File: src/rtl/wb_port_arbiter_pkg.sv
// -----------------------------------------------------------------------------
// wb_port_arbiter_pkg
// Shared definitions for the regfile write-port arbiter:
//   - register address width and the WB-to-ID bus width ({we, waddr, wdata})
//   - grant source encoding
//   - helper that decides whether a beat really writes the regfile (x0 filter)
// -----------------------------------------------------------------------------
package wb_port_arbiter_pkg;

  localparam int DEFAULT_XLEN       = 32;
  localparam int REG_ADDR_WIDTH     = 5;
  // {rf_we, rf_waddr, rf_wdata} packs to this width, so the arbiter output can
  // stand in for the wb stage bus towards ID.
  localparam int WB_TO_ID_BUS_WIDTH = 1 + REG_ADDR_WIDTH + DEFAULT_XLEN;

  typedef enum logic [1:0] {
    GNT_NONE = 2'd0,
    GNT_PIPE = 2'd1,
    GNT_FIFO = 2'd2
  } grant_src_e;

  // A write to x0 is architecturally a no-op, so it never counts as a request.
  function automatic logic is_rf_write(input logic                      we,
                                       input logic [REG_ADDR_WIDTH-1:0] waddr);
    return we & (waddr != {REG_ADDR_WIDTH{1'b0}});
  endfunction

endpackage

File: src/rtl/wb_arb_fifo.sv
// -----------------------------------------------------------------------------
// wb_arb_fifo
// Small synchronous FIFO buffering MDU results ({waddr, wdata}) until the
// regfile write port is granted to them. Reset discards all contents.
// Ports:
//   clk_i, rst_i         clock, asynchronous active-high reset
//   push_i / wdata_i     enqueue request and payload (ignored when full)
//   pop_i  / rdata_o     dequeue request and head payload (ignored when empty)
//   full_o, empty_o      occupancy flags (registered state only)
//   count_o              occupied entries
// -----------------------------------------------------------------------------
module wb_arb_fifo #(
  parameter int DEPTH = 2,
  parameter int WIDTH = 37
) (
  input  logic                       clk_i,
  input  logic                       rst_i,
  input  logic                       push_i,
  input  logic [WIDTH-1:0]           wdata_i,
  input  logic                       pop_i,
  output logic [WIDTH-1:0]           rdata_o,
  output logic                       full_o,
  output logic                       empty_o,
  output logic [$clog2(DEPTH+1)-1:0] count_o
);

  localparam int PTR_W = $clog2(DEPTH);
  localparam int CNT_W = $clog2(DEPTH+1);
  localparam logic [CNT_W-1:0] DEPTH_C = CNT_W'(DEPTH);

  logic [WIDTH-1:0] mem_q [DEPTH];
  logic [PTR_W-1:0] wr_ptr_q, wr_ptr_d;
  logic [PTR_W-1:0] rd_ptr_q, rd_ptr_d;
  logic [CNT_W-1:0] count_q,  count_d;
  logic             do_push_s, do_pop_s;

  assign full_o    = (count_q == DEPTH_C);
  assign empty_o   = (count_q == {CNT_W{1'b0}});
  assign count_o   = count_q;
  assign rdata_o   = mem_q[rd_ptr_q];
  assign do_push_s = push_i & ~full_o;
  assign do_pop_s  = pop_i & ~empty_o;

  // Next-state for pointers and occupancy; pointers wrap naturally (DEPTH is 2^n).
  always_comb begin
    wr_ptr_d = wr_ptr_q;
    rd_ptr_d = rd_ptr_q;
    count_d  = count_q;
    if (do_push_s) begin
      wr_ptr_d = wr_ptr_q + 1'b1;
    end else begin
      wr_ptr_d = wr_ptr_q;
    end
    if (do_pop_s) begin
      rd_ptr_d = rd_ptr_q + 1'b1;
    end else begin
      rd_ptr_d = rd_ptr_q;
    end
    case ({do_push_s, do_pop_s})
      2'b10:   count_d = count_q + 1'b1;
      2'b01:   count_d = count_q - 1'b1;
      default: count_d = count_q;
    endcase
  end

  // Pointer and occupancy registers; reset empties the FIFO.
  always_ff @(posedge clk_i or posedge rst_i) begin
    if (rst_i) begin
      wr_ptr_q <= {PTR_W{1'b0}};
      rd_ptr_q <= {PTR_W{1'b0}};
      count_q  <= {CNT_W{1'b0}};
    end else begin
      wr_ptr_q <= wr_ptr_d;
      rd_ptr_q <= rd_ptr_d;
      count_q  <= count_d;
    end
  end

  // Payload storage; contents are don't-care while not counted as occupied.
  always_ff @(posedge clk_i) begin
    if (do_push_s) begin
      mem_q[wr_ptr_q] <= wdata_i;
    end
  end

endmodule

File: src/rtl/wb_port_arbiter.sv
// -----------------------------------------------------------------------------
// wb_port_arbiter
// Shares the single regfile write port between the MEM->WB pipeline beat and
// the long-latency MDU. MDU results wait in a small FIFO; the pipeline has
// priority, but a FIFO head denied MAX_WAIT times is force-granted while the
// pipeline is held off through pipe_allow_in.
// Ports:
//   clk, rst                                  clock, async active-high reset
//   pipe_valid/we/waddr/wdata, pipe_allow_in  pipeline writeback beat
//   mdu_valid/waddr/wdata, mdu_ready          MDU result handshake
//   rf_we/rf_waddr/rf_wdata                   registered regfile write port
//   fifo_count                                buffered MDU results
//   starve_grant                              forced MDU grant this cycle
// -----------------------------------------------------------------------------
module wb_port_arbiter
  import wb_port_arbiter_pkg::*;
#(
  parameter int XLEN       = DEFAULT_XLEN,
  parameter int FIFO_DEPTH = 2,
  parameter int MAX_WAIT   = 3
) (
  input  logic                            clk,
  input  logic                            rst,
  input  logic                            pipe_valid,
  output logic                            pipe_allow_in,
  input  logic                            pipe_we,
  input  logic [REG_ADDR_WIDTH-1:0]       pipe_waddr,
  input  logic [XLEN-1:0]                 pipe_wdata,
  input  logic                            mdu_valid,
  output logic                            mdu_ready,
  input  logic [REG_ADDR_WIDTH-1:0]       mdu_waddr,
  input  logic [XLEN-1:0]                 mdu_wdata,
  output logic                            rf_we,
  output logic [REG_ADDR_WIDTH-1:0]       rf_waddr,
  output logic [XLEN-1:0]                 rf_wdata,
  output logic [$clog2(FIFO_DEPTH+1)-1:0] fifo_count,
  output logic                            starve_grant
);

  localparam int PLD_W  = REG_ADDR_WIDTH + XLEN;
  localparam int WAIT_W = $clog2(MAX_WAIT+1);
  localparam logic [WAIT_W-1:0] MAX_WAIT_C = WAIT_W'(MAX_WAIT);

  logic [PLD_W-1:0]          head_s;
  logic                      full_s, empty_s;
  logic                      push_s, pop_s;
  logic                      force_s, pipe_req_s;
  grant_src_e                grant_s;

  logic [WAIT_W-1:0]         wait_cnt_q, wait_cnt_d;
  logic                      rf_we_q,    rf_we_d;
  logic [REG_ADDR_WIDTH-1:0] rf_waddr_q, rf_waddr_d;
  logic [XLEN-1:0]           rf_wdata_q, rf_wdata_d;

  wb_arb_fifo #(
    .DEPTH (FIFO_DEPTH),
    .WIDTH (PLD_W)
  ) u_fifo (
    .clk_i   (clk),
    .rst_i   (rst),
    .push_i  (push_s),
    .wdata_i ({mdu_waddr, mdu_wdata}),
    .pop_i   (pop_s),
    .rdata_o (head_s),
    .full_o  (full_s),
    .empty_o (empty_s),
    .count_o (fifo_count)
  );

  // Ready depends only on registered occupancy, so a same-cycle pop never
  // opens a slot for a push.
  assign mdu_ready     = ~full_s;
  // x0 results complete the handshake but are dropped here.
  assign push_s        = mdu_valid & mdu_ready & is_rf_write(1'b1, mdu_waddr);
  assign pop_s         = (grant_s == GNT_FIFO);
  assign pipe_allow_in = ~force_s;
  assign starve_grant  = force_s;

  // Priority grant: starved FIFO head, then writing pipeline beat, then FIFO.
  always_comb begin
    force_s    = ~empty_s & (wait_cnt_q == MAX_WAIT_C);
    pipe_req_s = pipe_valid & is_rf_write(pipe_we, pipe_waddr);
    grant_s    = GNT_NONE;
    if (force_s) begin
      grant_s = GNT_FIFO;
    end else if (pipe_req_s) begin
      grant_s = GNT_PIPE;
    end else if (!empty_s) begin
      grant_s = GNT_FIFO;
    end else begin
      grant_s = GNT_NONE;
    end
  end

  // Starvation counter and write-port next state; address/data hold when idle.
  always_comb begin
    wait_cnt_d = wait_cnt_q;
    rf_we_d    = 1'b0;
    rf_waddr_d = rf_waddr_q;
    rf_wdata_d = rf_wdata_q;
    if (pop_s || empty_s) begin
      wait_cnt_d = {WAIT_W{1'b0}};
    end else if (wait_cnt_q != MAX_WAIT_C) begin
      wait_cnt_d = wait_cnt_q + 1'b1;
    end else begin
      wait_cnt_d = wait_cnt_q;
    end
    case (grant_s)
      GNT_PIPE: begin
        rf_we_d    = 1'b1;
        rf_waddr_d = pipe_waddr;
        rf_wdata_d = pipe_wdata;
      end
      GNT_FIFO: begin
        rf_we_d                  = 1'b1;
        {rf_waddr_d, rf_wdata_d} = head_s;
      end
      default: begin
        rf_we_d    = 1'b0;
        rf_waddr_d = rf_waddr_q;
        rf_wdata_d = rf_wdata_q;
      end
    endcase
  end

  // Registered write port and starvation counter.
  always_ff @(posedge clk or posedge rst) begin
    if (rst) begin
      wait_cnt_q <= {WAIT_W{1'b0}};
      rf_we_q    <= 1'b0;
      rf_waddr_q <= {REG_ADDR_WIDTH{1'b0}};
      rf_wdata_q <= {XLEN{1'b0}};
    end else begin
      wait_cnt_q <= wait_cnt_d;
      rf_we_q    <= rf_we_d;
      rf_waddr_q <= rf_waddr_d;
      rf_wdata_q <= rf_wdata_d;
    end
  end

  assign rf_we    = rf_we_q;
  assign rf_waddr = rf_waddr_q;
  assign rf_wdata = rf_wdata_q;

endmodule

File: config.mk
export PLATFORM = sky130hd
export DESIGN_NAME = wb_port_arbiter
export DESIGN_NICKNAME = d
export VERILOG_FILES = /design/src/rtl/wb_port_arbiter_pkg.sv /design/src/rtl/wb_arb_fifo.sv /design/src/rtl/wb_port_arbiter.sv
export SDC_FILE = /design/constraint.sdc
export NUM_CORES = 1
export LEC_CHECK = 0
export BUFFER_PORTS_ARGS = -buffer_cell sky130_fd_sc_hd__buf_2
export CAP_MARGIN = 20
export CORE_MARGIN = 2
export CORE_UTILIZATION = 40
export DETAILED_ROUTE_END_ITERATION = 8
export HOLD_SLACK_MARGIN = 0.06
export PLACE_DENSITY_LB_ADDON = 0.05
export SLEW_MARGIN = 20
export SYNTH_ARGS = -nofsm -noshare
export SYNTH_HDL_FRONTEND = slang
export SYNTH_SLANG_ARGS = --single-unit
File: constraint.sdc
create_clock -name clk -period 3.7 [get_ports clk]
set_clock_uncertainty 0.05 [all_clocks]
set_input_delay 0.74 -clock clk [delete_from_list [all_inputs] [get_ports clk]]
set_output_delay 0.74 -clock clk [all_outputs]
set_load 0.1 [all_outputs]
==> impl_metrics.py, run 1 <==
metrics = {
    "final_layout": {
        "nNetsFinal": 522,
        "syn2layout_area_growth_pct": 30.7,
        "drive_above_1_share_pct": 36.1,
        "fin_cells": 598,
    },
    "synthesis": {
        "synth.avg_cell_area_um2": 14.9,
        "synth_top_area_share_pct": 47.6,
        "ys_ff_latch": 118,
        "synthDistinctLibCells": 29,
        "synth_edf_count": 74,
        "yosys.area.top_type": "edfxtp_1",
        "synth.cell_area_um2": 4670,
        "ys.flop_type": "edfxtp_1",
        "async_reset_ff_share_pct": 37.3,
        "synth_seq_area_share_pct": 71.2,
        "synthesis.instances": 313,
        "netlist_top_cells_area": "edfxtp_1 48%, dfrtp_1 24%, mux2i_1 7.9%",
        "ys.warnings.count": 0,
        "synth_common_cells": "76 x inv_1, 74 x edfxtp_1, 44 x dfrtp_1",
        "yosysMostFrequentCell": "inv_1",
        "postSynthNetCount": 394,
    },
    "critical_path": {
        "crit_chain": "ha_1 -> o21ai_2 -> buf_2",
        "end_kind": "output pin",
        "start_kind": "flip-flop",
        "crit_fanout": 4,
        "critical_path_required_ps": 2910,
        "slowest_stage": "buf_2",
        "worstPathArrival_ps": 1600,
        "crit_type": "flip-flop to output pin",
        "critPathMaxStageDelay_ps": 460,
    },
    "sta": {
        "setup_viol": 0,
        "relSlewSlack_pct": 43.2,
        "hold_viol": 0,
        "fin_crit_ps": 2390,
        "drv_slew": 0,
        "finalSetupTns_ps": 0,
        "worst_slack_ps": 1310,
        "finalCritPeriodShare_pct": 64.7,
        "rsz0062_at_grt": "false",
        "max_clock_freq_ghz": 0.418,
        "worst_pin_slew_ps": 851,
    },
    "outcome": {
        "outcome": "complete, no violations",
    },
    "min_path": {
        "hold_path_class": "flip-flop to flip-flop",
    },
    "cts": {
        "clkLatencyLatePin_ps": 400,
        "clock-sinks": 118,
        "postCtsSetupRepairBufs": 0,
        "cts_tree": "built",
        "clk_pin_slew_ps": 50,
        "clock_path_buffers": 2,
        "cts_max_level": 4,
        "cts_hold_buf": 0,
        "cts_buffers": 17,
        "ctsRootBufferMaster": "clkbuf_16",
        "postCtsResizedCells": 0,
    },
    "route": {
        "drt_iter0_markers": 217,
        "vias_per_cell": 4.99,
        "ant_nets": 0,
        "drt-total-wl_um": 10000,
        "vias": 2982,
        "routedWlPerCell_um": 16.8,
        "dr.pass1.iters": 5,
        "drc_errors": 0,
    },
    "grt": {
        "track_usage_pct": 16.8,
        "grt_pass1_vias": 3019,
        "grt_overflow": 0,
        "grt_max_degree": 45,
        "grt_pass1_wl_um": 15900,
        "antenna_found_initial": 1,
    },
    "die": {
        "start_util_pct": 40.9,
        "rows": 39,
        "die_y_um": 112,
        "die_w_um": 112,
        "io_pins": 122,
        "core_um2": 11400,
        "floorplan.die_area_um2": 12500,
    },
    "placement": {
        "place_inst": 565,
        "io_buffers": 121,
        "pre_cts_slack_ps": 964,
        "post-dp-hpwl_um": 6540,
        "place_congestion": 0.733,
    },
    "flow_run": {
        "maxCapViolCount": 0,
    },
}
-- placed cells by master (no fill, tap or decap), types with 5 or more instances in the layout --
cell	count
dfrtp_1	43
clkinv_2	5
buf_2	121
edfxtp_1	74
inv_1	75
a222oi_1	36
clkbuf_16	18
mux2i_1	37
-- stage by stage --
stage | hold slack [ps] | instance area (µm²) | util, %
2_1_floorplan | 367 | 4670 | -
3_3_place_gp | 378 | 5430 | 47.6
3_5_place_dp | 382 | 5470 | 47.9
4_1_cts | 397 | 6090 | 53.4
5_1_grt | 443 | 6090 | 53.4
6_report | 392 | 6100 | 53.4
-- critical path: cells and delay by family, from the launching register on --
family,cells,cell delay [ps]
buffers and inverters,1,460
DFF,1,380
adders and majority gates,1,250
AOI/OAI and AO/OA,1,110
-- sequential cells by signal, summed over array words and instances, names as in the netlist --
register	count
u_fifo.count_o	2
u_fifo.wr_ptr_q	1
u_fifo.rd_ptr_q	1
u_fifo.mem_q	74
rf_we	1
rf_waddr	5
wait_cnt_q	2
rf_wdata	32
-- layer usage --
metal  vias to the layer above  track usage, %  wire length (µm)
li1                       1411               -                 -
met1                      1437            21.5              4340
met2                       124            26.4              4810
met3                        10            5.72               759
met4                         0            6.75               120
met5                         -               0                 0
-- path summary, 6_finish.rpt --
check | cells past startpoint | slack, ps | from | endpoint
worst max-delay path | 3 | 1310 | wait_cnt_q[0] | pipe_allow_in
worst min-delay path | 1 | 390 | wait_cnt_q[0] | wait_cnt_q[0]
worst max register to register | 7 | 1560 | wait_cnt_q[0] | u_fifo.count_o[1]
worst min register to register | 1 | 390 | wait_cnt_q[0] | wait_cnt_q[0]
max in group asynchronous | 2 | 2620 | rst | u_fifo.rd_ptr_q
min in group asynchronous | 2 | 430 | rst | rf_wdata[11]
-- final cells by class --
type	count	area (µm²)
multi-input combinational	102	1000
fill	1018	5320
antenna	1	2.50
tap	143	179
inverter	76	287
timing repair buffer	126	681
clock inverter	8	118
clock buffer	24	503
sequential	118	3320
-- cell families (layout without fill, tap and decap cells) --
| group | Yosys count | after routing | synth area share, % |
|---|---|---|---|
| muxes | 37 | 37 | 7.94 |
| xor gates and xnor gates | 5 | 5 | 0.939 |
| DFF | 118 | 118 | 71.2 |
| and+or+nand+nor | 13 | 13 | 1.72 |
| buffers and inverters | 93 | 234 | 8.39 |
| adders and majority gates | 2 | 2 | 0.536 |
| AOI/OAI and AO/OA | 45 | 45 | 9.25 |
| other | 0 | 1 | 0 |
Power of run 1 is not shown: default switching activity piles up to over one toggle a cycle in this logic, so the estimate is an artifact.
==> run 2, diff against run 1 <==
--- a/config.mk
+++ b/config.mk
@@ -5,6 +5,7 @@
 export SDC_FILE = /design/constraint.sdc
 export NUM_CORES = 1
 export LEC_CHECK = 0
+export ABC_AREA = 1
 export BUFFER_PORTS_ARGS = -buffer_cell sky130_fd_sc_hd__buf_2
 export CAP_MARGIN = 20
 export CORE_MARGIN = 2
==> constraint.sdc (replaced) <==
create_clock -name clk -period 2.1 [get_ports clk]
set_clock_uncertainty 0.05 [all_clocks]
set_input_delay 0.42 -clock clk [delete_from_list [all_inputs] [get_ports clk]]
set_output_delay 0.42 -clock clk [all_outputs]
set_load 0.1 [all_outputs]
==> run 2 against run 1 <==
Effect of this change: synthesized cell count up 53%; global-route usage rose by 1.8 points; critical path depth up 1; count of clock-buffer cells in the layout increased by 2; sequential cell count unchanged; via count grew 23%; cell area grew 7.3%; sequential share of layout area is 3.6 points lower; worst setup slack worse by 1200 ps; non-clock buffer count is 16 higher; die area up 9.8%; critical endpoint is now starve_grant; largest cell class unchanged.
==> impl_metrics.py, run 2 <==
metrics = {
    "die": {
        "io_pins": 122,
        "rows": 41,
        "start_util_pct": 40.9,
        "floorplan.die_area_um2": 13800,
        "die_y_um": 117,
        "die_w_um": 117,
        "core_um2": 12600,
    },
    "sta": {
        "max_clock_freq_ghz": 0.496,
        "worst_pin_slew_ps": 636,
        "fin_crit_ps": 2020,
        "worst_slack_ps": 82.0,
        "setup_viol": 0,
        "relSlewSlack_pct": 57.5,
        "hold_viol": 0,
        "whs_ps": 147,
        "drv_slew": 0,
        "rsz0062_at_grt": "false",
        "finalCritPeriodShare_pct": 96.1,
    },
    "min_path": {
        "hold_path_class": "primary input to flip-flop",
    },
    "critical_path": {
        "reg2reg_depth": 9,
        "end_kind": "output pin",
        "start_kind": "flip-flop",
        "crit_chain": "buf_4 -> nor2_4 -> nor2_4 -> clkbuf_4",
        "critPathMaxStageDelay_ps": 500,
        "startpoint": "u_fifo.count_o[1]",
        "timing.rr.start": "u_fifo.count_o[1]",
        "crit_type": "flip-flop to output pin",
        "cp-endpoint": "starve_grant",
        "critical_path_required_ps": 1630,
        "r2r_slack_ps": 300,
        "timing.rr.end": "u_fifo.count_o[1]",
        "slowest_stage": "dfrtp_4",
        "worstPathArrival_ps": 1550,
        "crit_fanout": 3,
        "path_common_cell": "nor2_4",
    },
    "placement": {
        "place_inst": 766,
        "io_buffers": 121,
        "post-dp-hpwl_um": 7360,
        "placed_area_um2": 6010,
        "pre_cts_slack_ps": 193,
        "place_congestion": 0.712,
    },
    "synthesis": {
        "ys.warnings.count": 0,
        "postSynthNetCount": 561,
        "synth_top_area_share_pct": 43.2,
        "synth_top_family_by_area": "simple AND/OR/NAND/NOR gates",
        "synthDistinctLibCells": 25,
        "synth_common_cells": "117 x nand2_1, 74 x edfxtp_1, 66 x nand3_1",
        "netlist_top_cells_area": "edfxtp_1 43%, dfrtp_1 21%, nand2_1 8.5%",
        "synth_fa_ha_area_share_pct": 0.487,
        "synth_compound_area_share_pct": 3.80,
        "synth-simple-area-share_pct": 22.6,
        "synth_seq_area_share_pct": 64.6,
        "synth.avg_cell_area_um2": 10.7,
        "synthesis.instances": 480,
        "ys_ff_latch": 118,
        "ys.flop_type": "edfxtp_1",
        "async_reset_ff_share_pct": 37.3,
        "synthMuxAreaShare_pct": 0,
        "synth.cell_area_um2": 5140,
        "yosysMostFrequentCell": "nand2_1",
        "synthXorXnorAreaFrac_pct": 0.681,
        "yosys.area.top_type": "edfxtp_1",
        "synth_edf_count": 74,
    },
    "grt": {
        "track_usage_pct": 18.6,
        "grt_max_degree": 40,
        "grt_overflow": 0,
        "grt_pass1_wl_um": 19700,
        "antenna_found_initial": 0,
        "grt_pass1_vias": 3830,
    },
    "final_layout": {
        "nFillCells": 1171,
        "fin_area_um2": 6540,
        "n_antenna_cell": 0,
        "regArea_um2": 3330,
        "syn2layout_area_growth_pct": 27.2,
        "mostFrequentLayoutCell": "buf_2",
        "mostFrequentLayoutCells": "119 x buf_2, 115 x nand2_1, 74 x edfxtp_1",
        "fin_cells": 799,
        "drive_above_1_share_pct": 31.6,
        "multiInputGateArea_um2": 1480,
        "nNetsFinal": 695,
        "regMostFlops": "u_fifo.mem_q",
        "largest_reg_flops": 74,
    },
    "route": {
        "drc_errors": 0,
        "vias": 3669,
        "vias_per_cell": 4.59,
        "ant_nets": 0,
        "drt-total-wl_um": 11700,
        "dr.pass1.iters": 4,
        "drt_iter0_markers": 121,
        "routedWlPerCell_um": 14.6,
    },
    "cts": {
        "ctsRootBufferMaster": "clkbuf_16",
        "clkLatencyLatePin_ps": 410,
        "cts_max_level": 4,
        "cts_buffers": 17,
        "clk_pin_slew_ps": 50,
        "cts_tree": "built",
        "clock_path_buffers": 2,
        "clock-sinks": 118,
    },
    "flow_run": {
        "maxCapViolCount": 0,
    },
    "outcome": {
        "outcome": "complete, no violations",
    },
}
## run 2: cell types whose count changed after synthesis, sizes merged, moves of 5 or more
cell    previous run  this run
nand2              1       118
nor2               4         9
inv               76        47
or2                0        37
buf               14        26
mux2i             37         0
o21ai              1        38
nand3              0        77
a222oi            36         0
## run 2: final cells by class
| cell class | count | share of cell area, % |
|---|---|---|
| clock buffers | 26 | 7.48 |
| multi-input cells | 287 | 22.6 |
| repair buffers | 142 | 12.5 |
| clock inverters | 6 | 0.402 |
| well taps | 172 | 3.29 |
| flip-flops and latches | 118 | 50.9 |
| inverters | 48 | 2.83 |
## run 2: per-stage QoR
stage	TNS (ps)	utilization, %
6_report	0	52.0
5_1_grt	0	52.0
4_1_cts	0	52.0
3_5_place_dp	0	47.8
3_3_place_gp	-4.94	47.6
2_1_floorplan	-1780	-
## run 2: repair_timing
item	CTS	global route
setup buffers	0	0
hold buffers	1	0
endpoints found under the hold margin	19	0
gates resized for setup	1	2
setup endpoints to repair	1	2
## run 2: worst min-delay path by stage
stage | slack [ps] | depth (start not counted) | end | start
final | 150 | 1 | u_fifo.mem_q[0][7] | mdu_wdata[7]
after global routing | 130 | 1 | u_fifo.mem_q[0][2] | mdu_wdata[2]
after floorplan | 360 | 1 | wait_cnt_q[0] | wait_cnt_q[0]
after CTS | 130 | 1 | u_fifo.mem_q[0][7] | mdu_wdata[7]
after detailed placement | 380 | 1 | wait_cnt_q[0] | wait_cnt_q[0]
after global placement | 370 | 1 | wait_cnt_q[0] | wait_cnt_q[0]
## run 2: logic make-up after synthesis
| logic type | after synthesis |
|---|---|
| flip-flops | 118 |
| AO/OA/AOI/OAI | 39 |
| AND/OR/NAND/NOR | 242 |
| adder cells (fa/ha/maj) | 2 |
| buffers and inverters | 75 |
| XOR/XNOR | 4 |
## run 2: metal layers
metal / global-route usage (%) / wire length [µm]
met3: 5.40 / 559
met2: 31.5 / 5670
met4: 7.23 / 212
met5: 0 / 0
met1: 22.4 / 5210
## run 2: critical path, delay by kind of cell (launching register included)
| kind | cells | cell delay [ps] |
|---|---|---|
| buffers and inverters | 2 | 440 |
| DFF | 1 | 500 |
| and+or+nand+nor | 2 | 190 |
Power of run 2 is left out for the same reason.
==> run 3, diff against run 2 <==
--- a/config.mk
+++ b/config.mk
@@ -16,4 +16,5 @@
 export SLEW_MARGIN = 20
 export SYNTH_ARGS = -nofsm -noshare
 export SYNTH_HDL_FRONTEND = slang
+export SYNTH_HIERARCHICAL = 1
 export SYNTH_SLANG_ARGS = --single-unit
==> run 3 against run 2 <==
Effect of this change: core utilization grew 0.92 points; critical path type unchanged; non-clock buffer count grew 10; cell area grew 2.6%; sequential share of layout area shrank 1.3 points; area after synthesis grew 1.7%; via count grew 9.8%; largest cell class unchanged; final cell count shrank 1.6%; worst hold slack lost 0.78 ps.
==> impl_metrics.py, run 3 <==
metrics = {
    "die": {
        "core_um2": 12700,
        "floorplan.die_area_um2": 14000,
        "rows": 41,
        "die_y_um": 118,
        "io_pins": 122,
        "start_util_pct": 41.3,
        "die_w_um": 118,
    },
    "synthesis": {
        "synthesis.instances": 469,
        "synth_edf_count": 74,
        "synthDistinctLibCells": 26,
        "async_reset_ff_share_pct": 37.3,
        "ys_ff_latch": 118,
        "yosys.area.top_type": "edfxtp_1",
        "synth_seq_area_share_pct": 63.6,
        "synth_common_cells": "104 x nand3_1, 74 x edfxtp_1, 52 x inv_1",
        "synth.avg_cell_area_um2": 11.1,
        "netlist_top_cells_area": "edfxtp_1 42%, dfrtp_1 21%, nand3_1 10%",
        "synth.cell_area_um2": 5230,
        "ys.warnings.count": 6,
        "yosysMostFrequentCell": "nand3_1",
        "synth_top_area_share_pct": 42.5,
        "ys.flop_type": "edfxtp_1",
        "postSynthNetCount": 550,
    },
    "route": {
        "vias_per_cell": 5.12,
        "dr.pass1.iters": 4,
        "ant_nets": 0,
        "drt_iter0_markers": 247,
        "routedWlPerCell_um": 16.6,
        "vias": 4027,
        "drt-total-wl_um": 13100,
        "drc_errors": 0,
    },
    "final_layout": {
        "mostFrequentLayoutCell": "buf_2",
        "mostFrequentLayoutCells": "119 x buf_2, 102 x nand3_1, 74 x edfxtp_1",
        "regMostFlops": "u_fifo/mem_q",
        "nNetsFinal": 682,
        "largest_reg_flops": 74,
        "syn2layout_area_growth_pct": 28.4,
        "n_antenna_cell": 0,
        "drive_above_1_share_pct": 34.7,
    },
    "critical_path": {
        "r2r_slack_ps": 220,
        "reg2reg_depth": 11,
        "critPathMaxStageDelay_ps": 520,
        "startpoint": "u_fifo/count_o[0]",
        "crit_type": "flip-flop to output pin",
        "crit_family": "flip-flops",
        "path_common_cell": "inv_2",
        "end_kind": "output pin",
        "crit_chain": "inv_2 -> nand2_4 -> inv_2 -> inv_2 -> nand2_8 -> clkinvlp_4 -> buf_12",
        "slowest_stage": "dfrtp_4",
        "start_kind": "flip-flop",
        "timing.rr.end": "u_fifo/count_o[1]",
        "timing.rr.start": "u_fifo/count_o[0]",
        "worstPathArrival_ps": 1550,
        "crit_fanout": 6,
        "critical_path_required_ps": 1630,
        "worst-path-buf-inv": 5,
    },
    "sta": {
        "worst_pin_slew_ps": 583,
        "drv_slew": 0,
        "rsz0062_at_grt": "false",
        "worst_slack_ps": 80.3,
        "relSlewSlack_pct": 61.1,
        "finalCritPeriodShare_pct": 96.2,
        "setup_viol": 0,
        "max_clock_freq_ghz": 0.495,
        "hold_viol": 0,
        "whs_ps": 146,
        "fin_crit_ps": 2020,
    },
    "flow_run": {
        "maxCapViolCount": 0,
    },
    "grt": {
        "track_usage_pct": 19.6,
        "grt_max_degree": 41,
        "grt_overflow": 0,
        "antenna_found_initial": 0,
        "grt_pass1_vias": 3981,
        "grt_pass1_wl_um": 21000,
    },
    "placement": {
        "place_congestion": 0.769,
        "pre_cts_slack_ps": -127,
        "io_buffers": 121,
        "post-dp-hpwl_um": 8730,
    },
    "cts": {
        "ctsRootBufferMaster": "clkbuf_16",
        "clock-sinks": 118,
        "clock_path_buffers": 2,
        "clk_pin_slew_ps": 50,
        "cts_buffers": 17,
        "clkLatencyLatePin_ps": 410,
        "cts_max_level": 4,
        "cts_tree": "built",
    },
    "outcome": {
        "outcome": "complete, no violations",
    },
    "min_path": {
        "hold_path_class": "primary input to flip-flop",
        "hold-path-cell-count": 1,
        "holdPathEnd": "u_fifo/mem_q[1][26]",
        "hp-start": "mdu_wdata[26]",
    },
    "power_and_ir_drop": {
        "p_leak_uw": 0.00292,
        "irDropWorstVdd_mv": 1.12,
        "power_density_nw_per_um2": 1780,
    },
}
run 3: cell count changes after synthesis, moves of 14 or more:
cell	previous run	this run
o2111ai_1	0	33
nand2_1	117	51
or2_1	20	0
clkbuf_1	1	15
nand3_1	66	104
o21ai_0	18	37
o21ai_1	20	1
run 3: layer usage:
layer | wire length (µm) | global-route usage [%] | vias to the layer above
li1 | - | - | 1956
met1 | 5950 | 25.7 | 1938
met2 | 6190 | 31.1 | 114
met3 | 681 | 4.83 | 19
met4 | 235 | 8.06 | 0
met5 | 0 | 0 | -
run 3: where the power goes:
| part | switching, µW | internal (µW) |
|---|---|---|
| Clock | 960 | 1590 |
| Combinational | 4580 | 1160 |
| Sequential | 368 | 3300 |
| Total | 5910 | 6040 |
run 3: cell families (layout without fill, tap and decap cells):
group / after synthesis / count (layout) / share of synthesized area (%)
AOI/OAI and AO/OA: 72 / 72 / 9.28
buffers and inverters: 94 / 239 / 9.00
xor gates and xnor gates: 1 / 1 / 0.168
and+or+nand+nor: 182 / 182 / 17.5
DFF: 118 / 118 / 63.6
adders and majority gates: 2 / 2 / 0.479
run 3: per-stage QoR:
stage               instances  instance area [µm²]  utilization [%]  setup TNS (ps)  total power (µW)
finish                    786                 6710             53.0               0             12000
global route              786                 6710             53.0               0             12600
CTS                       784                 6690             52.8               0             12000
detailed placement        751                 6150             48.5           -3420              9450
global placement          750                 6120             48.3          -11880              9350
floorplan                 469                 5290                -          -32600              8280
run 3: cell type report:
class,count,area (µm²)
Sequential cell,118,3330
Tap cell,172,215
Fill cell,1174,5960
Multi-Input combinational cell,257,1490
Clock inverter,13,90.1
Inverter,55,220
Clock buffer,19,433
Timing Repair Buffer,152,928
run 3: worst max-delay path by stage:
stage	cells past startpoint	to	slack, ps
after global routing	7	starve_grant	30
final	7	starve_grant	80
after detailed placement	12	u_fifo/count_o[1]	-130
after floorplan	7	u_fifo/mem_q[0][0]	-450
after CTS	8	u_fifo/mem_q[1][18]	50
after global placement	7	u_fifo/mem_q[1][31]	-240
run 3: repair_timing:
item / CTS / global route
pin swaps: 0 / 1
hold buffers: 1 / 0
gates resized for setup: 2 / 2
endpoints found under the setup margin: 2 / 23
setup buffers: 2 / 2
hold endpoints to repair: 25 / 0
run 3: worst reg2reg max path, cell delays in order, from the launching register on:
cell,delay (ps)
dfrtp_4,520
nor2_4,140
clkinvlp_4,100
nand3_2,70
inv_2,30
o21ai_1,160
buf_4,180
ha_1,250
inv_1,80
nand3_1,70
nand2_1,60
nand2_1,50
(Power assumes the default switching activity.)
